==> src/rtl/fifo_wr_arbiter_if.sv <==
// fifo_wr_arbiter_if: requester-side and FIFO-side handshake bundle for
// fifo_wr_arbiter.
//   in_valid/in_last/in_data/in_ready : NUM_REQ valid/ready/last streams;
//                                       requester i data at [i*DATA_WIDTH +: DATA_WIDTH]
//   out_valid/out_data/out_ready      : FIFO write port (w_valid/w_data/w_ready)
// Modports: master = requesters + FIFO side, slave = arbiter.
interface fifo_wr_arbiter_if #(
  parameter int DATA_WIDTH = 8,
  parameter int NUM_REQ    = 4
);
  logic [NUM_REQ-1:0]            in_valid;
  logic [NUM_REQ-1:0]            in_last;
  logic [NUM_REQ*DATA_WIDTH-1:0] in_data;
  logic [NUM_REQ-1:0]            in_ready;
  logic                          out_valid;
  logic [DATA_WIDTH-1:0]         out_data;
  logic                          out_ready;

  modport master (
    output in_valid, in_last, in_data, out_ready,
    input  in_ready, out_valid, out_data
  );

  modport slave (
    input  in_valid, in_last, in_data, out_ready,
    output in_ready, out_valid, out_data
  );
endinterface

==> src/rtl/fifo_wr_arbiter.sv <==
// fifo_wr_arbiter: round-robin, packet-atomic arbiter sharing one async FIFO
// write port among NUM_REQ requesters (single clock domain). A grant is held
// for a whole packet; a beat-count watchdog forces release after MAX_BEATS
// beats without in_last. Output is a single registered beat stage.
// Ports:
//   clk, rst_n   : clock, asynchronous active-low reset
//   bus (slave)  : requester streams and FIFO write handshake
//   grant_id     : current or last owner
//   locked       : packet in progress
//   err_timeout  : one-cycle pulse on forced release
//   pkt_count    : (FIFO_ARB_STATS_EN only) 16-bit release counter per
//                  requester, requester i at [i*16 +: 16]
// Optional feature macro: FIFO_ARB_STATS_EN.
module fifo_wr_arbiter #(
  parameter  int DATA_WIDTH = 8,
  parameter  int NUM_REQ    = 4,
  parameter  int MAX_BEATS  = 64,
  localparam int ID_WIDTH   = $clog2(NUM_REQ)
) (
  input  logic                clk,
  input  logic                rst_n,
  fifo_wr_arbiter_if.slave    bus,
  output logic [ID_WIDTH-1:0] grant_id,
  output logic                locked,
  output logic                err_timeout
`ifdef FIFO_ARB_STATS_EN
  ,
  output logic [NUM_REQ*16-1:0] pkt_count
`endif
);

  localparam int          CNT_W  = $clog2(MAX_BEATS + 1);
  localparam int unsigned NREQ_U = NUM_REQ;

  typedef enum logic {S_IDLE, S_LOCKED} state_t;

  state_t                state;
  logic [ID_WIDTH-1:0]   rr_ptr;
  logic [CNT_W-1:0]      beat_cnt;
  logic                  out_valid_r;
  logic [DATA_WIDTH-1:0] out_data_r;

  logic                  stage_free;
  logic                  winner_found;
  logic [ID_WIDTH-1:0]   winner;
  logic [ID_WIDTH-1:0]   scan_idx;
  logic [ID_WIDTH-1:0]   owner;
  logic [ID_WIDTH-1:0]   next_rr;
  logic                  take_en;
  logic                  beat_acc;
  logic                  beat_last;
  logic [DATA_WIDTH-1:0] beat_data;
  logic [NUM_REQ-1:0]    in_ready_c;

  assign stage_free = !out_valid_r || bus.out_ready;

  // Round-robin search starting at rr_ptr, wrapping past NUM_REQ-1.
  always_comb begin
    winner_found = 1'b0;
    winner       = '0;
    scan_idx     = '0;
    for (int unsigned k = 0; k < NREQ_U; k++) begin
      scan_idx = ID_WIDTH'((32'(rr_ptr) + k) % NREQ_U);
      if (!winner_found && bus.in_valid[scan_idx]) begin
        winner_found = 1'b1;
        winner       = scan_idx;
      end
    end
  end

  // In LOCKED the owner keeps in_ready even while its in_valid is low, so
  // other requesters can never sneak in mid-packet. Gated by rst_n so that
  // in_ready reads 0 throughout reset.
  always_comb begin
    owner      = (state == S_LOCKED) ? grant_id : winner;
    take_en    = rst_n && stage_free && ((state == S_LOCKED) || winner_found);
    in_ready_c = '0;
    if (take_en) in_ready_c[owner] = 1'b1;
    beat_acc   = take_en && bus.in_valid[owner];
    beat_last  = bus.in_last[owner];
    beat_data  = bus.in_data[owner*DATA_WIDTH +: DATA_WIDTH];
    next_rr    = (owner == ID_WIDTH'(NUM_REQ - 1)) ? '0 : owner + 1'b1;
  end

  assign bus.in_ready  = in_ready_c;
  assign bus.out_valid = out_valid_r;
  assign bus.out_data  = out_data_r;

`ifdef FIFO_ARB_STATS_EN
  logic [15:0] pkt_cnt_q [NUM_REQ];
  for (genvar g = 0; g < NUM_REQ; g++) begin : g_pkt_count
    assign pkt_count[g*16 +: 16] = pkt_cnt_q[g];
  end
`endif

  always_ff @(posedge clk or negedge rst_n) begin
    if (!rst_n) begin
      state       <= S_IDLE;
      rr_ptr      <= '0;
      beat_cnt    <= '0;
      out_valid_r <= 1'b0;
      out_data_r  <= '0;
      grant_id    <= '0;
      locked      <= 1'b0;
      err_timeout <= 1'b0;
`ifdef FIFO_ARB_STATS_EN
      for (int unsigned i = 0; i < NREQ_U; i++) pkt_cnt_q[i] <= '0;
`endif
    end else begin
      err_timeout <= 1'b0;

      if (beat_acc) begin
        out_valid_r <= 1'b1;
        out_data_r  <= beat_data;
      end else if (bus.out_ready) begin
        out_valid_r <= 1'b0;
      end

      if (beat_acc) begin
        // A last beat is always a normal release, even at the beat limit.
        if (beat_last || (state == S_LOCKED && beat_cnt == CNT_W'(MAX_BEATS - 1))
            || (state == S_IDLE && MAX_BEATS == 1)) begin
          state    <= S_IDLE;
          locked   <= 1'b0;
          beat_cnt <= '0;
          rr_ptr   <= next_rr;
          if (!beat_last) err_timeout <= 1'b1;
`ifdef FIFO_ARB_STATS_EN
          pkt_cnt_q[owner] <= pkt_cnt_q[owner] + 16'd1;
`endif
        end else if (state == S_IDLE) begin
          state    <= S_LOCKED;
          locked   <= 1'b1;
          beat_cnt <= CNT_W'(1);
        end else begin
          beat_cnt <= beat_cnt + 1'b1;
        end
        if (state == S_IDLE) grant_id <= owner;
      end
    end
  end

endmodule

==> src/flat_wrapper.sv <==
// flat-port wrapper written by rule: the top's interface ports become plain ports
module fifo_wr_arbiter_flat 
#(
  parameter  int DATA_WIDTH = 8,
  parameter  int NUM_REQ    = 4,
  parameter  int MAX_BEATS  = 64,
  localparam int ID_WIDTH   = $clog2(NUM_REQ)
)
  (clk, rst_n, grant_id, locked, err_timeout, bus_in_valid, bus_in_last, bus_in_data, bus_out_ready, bus_in_ready, bus_out_valid, bus_out_data);
  fifo_wr_arbiter_if #(.DATA_WIDTH(DATA_WIDTH), .NUM_REQ(NUM_REQ)) bus_i ();
  input  logic clk;
  input  logic rst_n;
  output logic [ID_WIDTH-1:0] grant_id;
  output logic locked;
  output logic err_timeout;
  input wire logic [$bits(bus_i.in_valid)-1:0] bus_in_valid;
  input wire logic [$bits(bus_i.in_last)-1:0] bus_in_last;
  input wire logic [$bits(bus_i.in_data)-1:0] bus_in_data;
  input wire logic [$bits(bus_i.out_ready)-1:0] bus_out_ready;
  output wire logic [$bits(bus_i.in_ready)-1:0] bus_in_ready;
  output wire logic [$bits(bus_i.out_valid)-1:0] bus_out_valid;
  output wire logic [$bits(bus_i.out_data)-1:0] bus_out_data;
  assign bus_i.in_valid = bus_in_valid;
  assign bus_i.in_last = bus_in_last;
  assign bus_i.in_data = bus_in_data;
  assign bus_i.out_ready = bus_out_ready;
  assign bus_in_ready = bus_i.in_ready;
  assign bus_out_valid = bus_i.out_valid;
  assign bus_out_data = bus_i.out_data;
  fifo_wr_arbiter #(.DATA_WIDTH(DATA_WIDTH), .NUM_REQ(NUM_REQ), .MAX_BEATS(MAX_BEATS)) u_core (.clk(clk), .rst_n(rst_n), .bus(bus_i), .grant_id(grant_id), .locked(locked), .err_timeout(err_timeout));
endmodule
==> config.mk <==
export PLATFORM = sky130hd
export DESIGN_NAME = fifo_wr_arbiter_flat
export DESIGN_NICKNAME = d
export VERILOG_FILES = /design/src/rtl/fifo_wr_arbiter_if.sv /design/src/rtl/fifo_wr_arbiter.sv /design/src/flat_wrapper.sv
export SDC_FILE = /design/constraint.sdc
export NUM_CORES = 1
export LEC_CHECK = 0
export ABC_AREA = 1
export BUFFER_PORTS_ARGS = -buffer_cell sky130_fd_sc_hd__buf_2
export CAP_MARGIN = 40
export CELL_PAD_IN_SITES_DETAIL_PLACEMENT = 1
export CELL_PAD_IN_SITES_GLOBAL_PLACEMENT = 2
export CORE_MARGIN = 8
export CORE_UTILIZATION = 23
export CTS_BUF_LIST = sky130_fd_sc_hd__clkbuf_4 sky130_fd_sc_hd__clkbuf_8
export CTS_CLUSTER_SIZE = 10
export DETAILED_ROUTE_END_ITERATION = 7
export PLACE_DENSITY_LB_ADDON = 0.1
export SYNTH_ARGS = -nofsm -noshare
export SYNTH_HDL_FRONTEND = slang
export SYNTH_SLANG_ARGS = --single-unit
==> constraint.sdc <==
create_clock -name clk -period 4 [get_ports clk]
set_input_delay 0.4 -clock clk [delete_from_list [all_inputs] [get_ports clk]]
set_output_delay 0.4 -clock clk [all_outputs]
set_load 0.02 [all_outputs]
==> run metrics <==
status finished, final reports clean; Max Buffers Root-to-Sink 2; ys flop type dfrtp_1; final hold slack 0.0987 ns; sequential share of power 21.3%; clk slew on worst S/H paths 0.09 ns; Die ar. 10900 sq um; vias in the first global route 2092; Routed Antenna Nets 0; # Post-CTS Setup Buffers 0; pin count of the biggest net entering global routing 26; clock latency on the worst-skew pair 0.28 ns; Max-Cap Viols 0; Comb pwr share 70.3%; via count 1924; Synth cell types 24; final worst path period share 82.5%; crit end category primary output; hold_buf cts 0; FF-to-FF Start u_core.rr_ptr[0]; most common cell after layout, fill and taps aside nand2_1; slew margin rel. 63.3%; # rows 32; grt ovf 0; final setup vio count 0; critical path class reg -> out; Seq cells post-synth 23; DIE HEIGHT 105 um; setup_tns 0 ns; top post-synthesis cells by area dfrtp_1 32%, nand2_1 23%, nand3_1 6.7%, nor2_1 5.8%, o21ai_0 5.5%; H-tree Lvls 1; RD Place Congestion 0.748; Mapped Area 1810 sq um; CP required 3.60 ns; initial core utilization 23.5%; syn nets 329; Post-synth EDFFs 0; Buffers on Ports 59; length of routed met2 wiring 3140 um; slew of the pin with the lowest slew margin 0.551 ns; Final Max Slew Viols 0; CTS Buf Count 3; Inserted Diodes 0; fillers 1045; synth warn 0; Die X 105 um; Internal 0.774 mW; Root Buffer Master clkbuf_8; Detailed Routing Iterations Pass 1 4; initial antenna violation count 0; dpl hpwl 4880 um; Final min period 3.30 ns; Final Hold Violating Endpoints 0; DR top layer met4; layout cells sized above 1 26.3%; cell taking the most area after synthesis dfrtp_1; Switching Share 58.6%; initial drt markers 43; Synth Instances 281; post-CTS sizing 0; HP Class in -> async; WP data arrival 2.90 ns; pwr/cell area 854 nW/um^2; net count of the finished layout 383; syn_area_per_cell 6.43 sq um; CTS sink cnt 23; Max VDD drop 0.285 mV; Remaining DRCs 0; TritonCTS clock tree yes; GRT Util Overall 11.4%; RSZ-0062 raised after global routing no; asr flop ratio synth 100%; reg-to-reg endpoint u_core.beat_cnt[6]; commonest non-fill, non-tap cells in the layout 109 x nand2_1, 59 x buf_2, 28 x nor2_1; clock share of power 8.4%; P&R area growth vs syn 21.3%; post-synth top area share 31.9%; Core ar. 7690 sq um; WL met1 2700 um; met3 WL 221 um; Max Fclk 303 MHz; first-pass GRT wire length 10200 um; leakage 1.22 nW; critical path peak fanout 25; crit path launch type flip-flop; Worst R2R Setup Slack 1.07 ns; routed len/inst 14.1 um; register area share after synthesis 31.9%; Fin Clk Skew 0.00429 ns; vias per inst 4.41; sw power 1.10 mW; total wire length 6140 um; IO Count 60; Worst Reg-to-Reg Cells 16
==> flip-flops by register name (all words and copies together) (netlist names) <==
register,cells
u_core.grant_id,2
u_core.bus.out_data,8
u_core.beat_cnt,7
u_core.state,1
u_core.bus.out_valid,1
u_core.rr_ptr,2
u_core.locked,1
u_core.err_timeout,1
==> how the worst max path moves through the flow <==
stage	startpoint	end	slack [ns]
5_1_grt	u_core.rr_ptr[0]	bus_in_ready[1]	0.35
2_1_floorplan	u_core.rr_ptr[0]	bus_in_ready[1]	1.64
4_1_cts	u_core.rr_ptr[0]	bus_in_ready[1]	0.65
6_report	u_core.rr_ptr[0]	bus_in_ready[1]	0.70
3_3_place_gp	u_core.rr_ptr[0]	bus_in_ready[1]	0.99
3_5_place_dp	u_core.rr_ptr[0]	bus_in_ready[1]	0.98
==> area by class of cell <==
class / instances / area (sq um) / area share [%]
inverters: 29 / 109 / 4.97
flip-flops and latches: 23 / 576 / 26.3
clock buffers: 3 / 41.3 / 1.89
clock inverters: 1 / 7.51 / 0.343
repair buffers: 59 / 295 / 13.5
multi-input cells: 219 / 1030 / 47.2
well taps: 102 / 128 / 5.83
==> power by group through the flow <==
stage | clock, mW | combinational, mW | sequential (mW)
final | 0.157 | 1.31 | 0.398
after global routing | 0.174 | 1.51 | 0.414
after CTS | 0.165 | 1.37 | 0.401
after detailed placement | 0 | 1.36 | 0.403
after global placement | 0 | 1.37 | 0.406
after floorplan | 0 | 1.02 | 0.436
==> logic make-up after synthesis <==
kind of cell / Yosys count / synth area share [%]
compound gates: 30 / 9.01
fa+ha+maj: 5 / 3.47
flops: 23 / 31.9
simple gates: 184 / 44.8
buf+inv: 39 / 10.9
==> metal layers <==
| layer | up-vias | track usage, % |
|---|---|---|
| li1 | 991 | - |
| met1 | 898 | 13.2 |
| met2 | 28 | 20.5 |
| met3 | 7 | 2.15 |
| met4 | 0 | 3.57 |
| met5 | - | 0 |
==> through the flow <==
step | power [mW] | utilization (%) | setup WS (ns) | std cells | instance area [sq um]
after floorplan | 1.45 | - | 1.64 | 281 | 1810
after global routing | 2.10 | 28.5 | 0.352 | 436 | 2190
after global placement | 1.78 | 27.8 | 0.987 | 432 | 2140
after detailed placement | 1.77 | 27.8 | 0.981 | 432 | 2140
final | 1.87 | 28.5 | 0.698 | 436 | 2190
after CTS | 1.93 | 28.5 | 0.650 | 436 | 2190
==> Yosys cell counts (3+ instances only) <==
cell,number
nand2_1,109
nor2_1,28
inv_2,5
inv_1,24
nand3_2,3
dfrtp_1,23
nand3_1,24
o22ai_1,8
nand2_2,8
ha_1,5
buf_2,4
buf_6,4
o21ai_0,20
nor2_2,4
==> worst max-delay path, cell delays in order (launching register included) <==
cell,delay (ns)
dfrtp_1,0.57
inv_2,0.15
nand2_1,0.14
nand3_1,0.12
nand2_2,0.11
inv_2,0.05
nand3_1,0.08
nor2_2,0.07
nor2_4,0.15
nand2_4,0.19
inv_1,0.43
ha_1,0.23
inv_1,0.04
nor2_1,0.09
buf_2,0.18
Note: power is estimated with default switching activity, not from simulation.
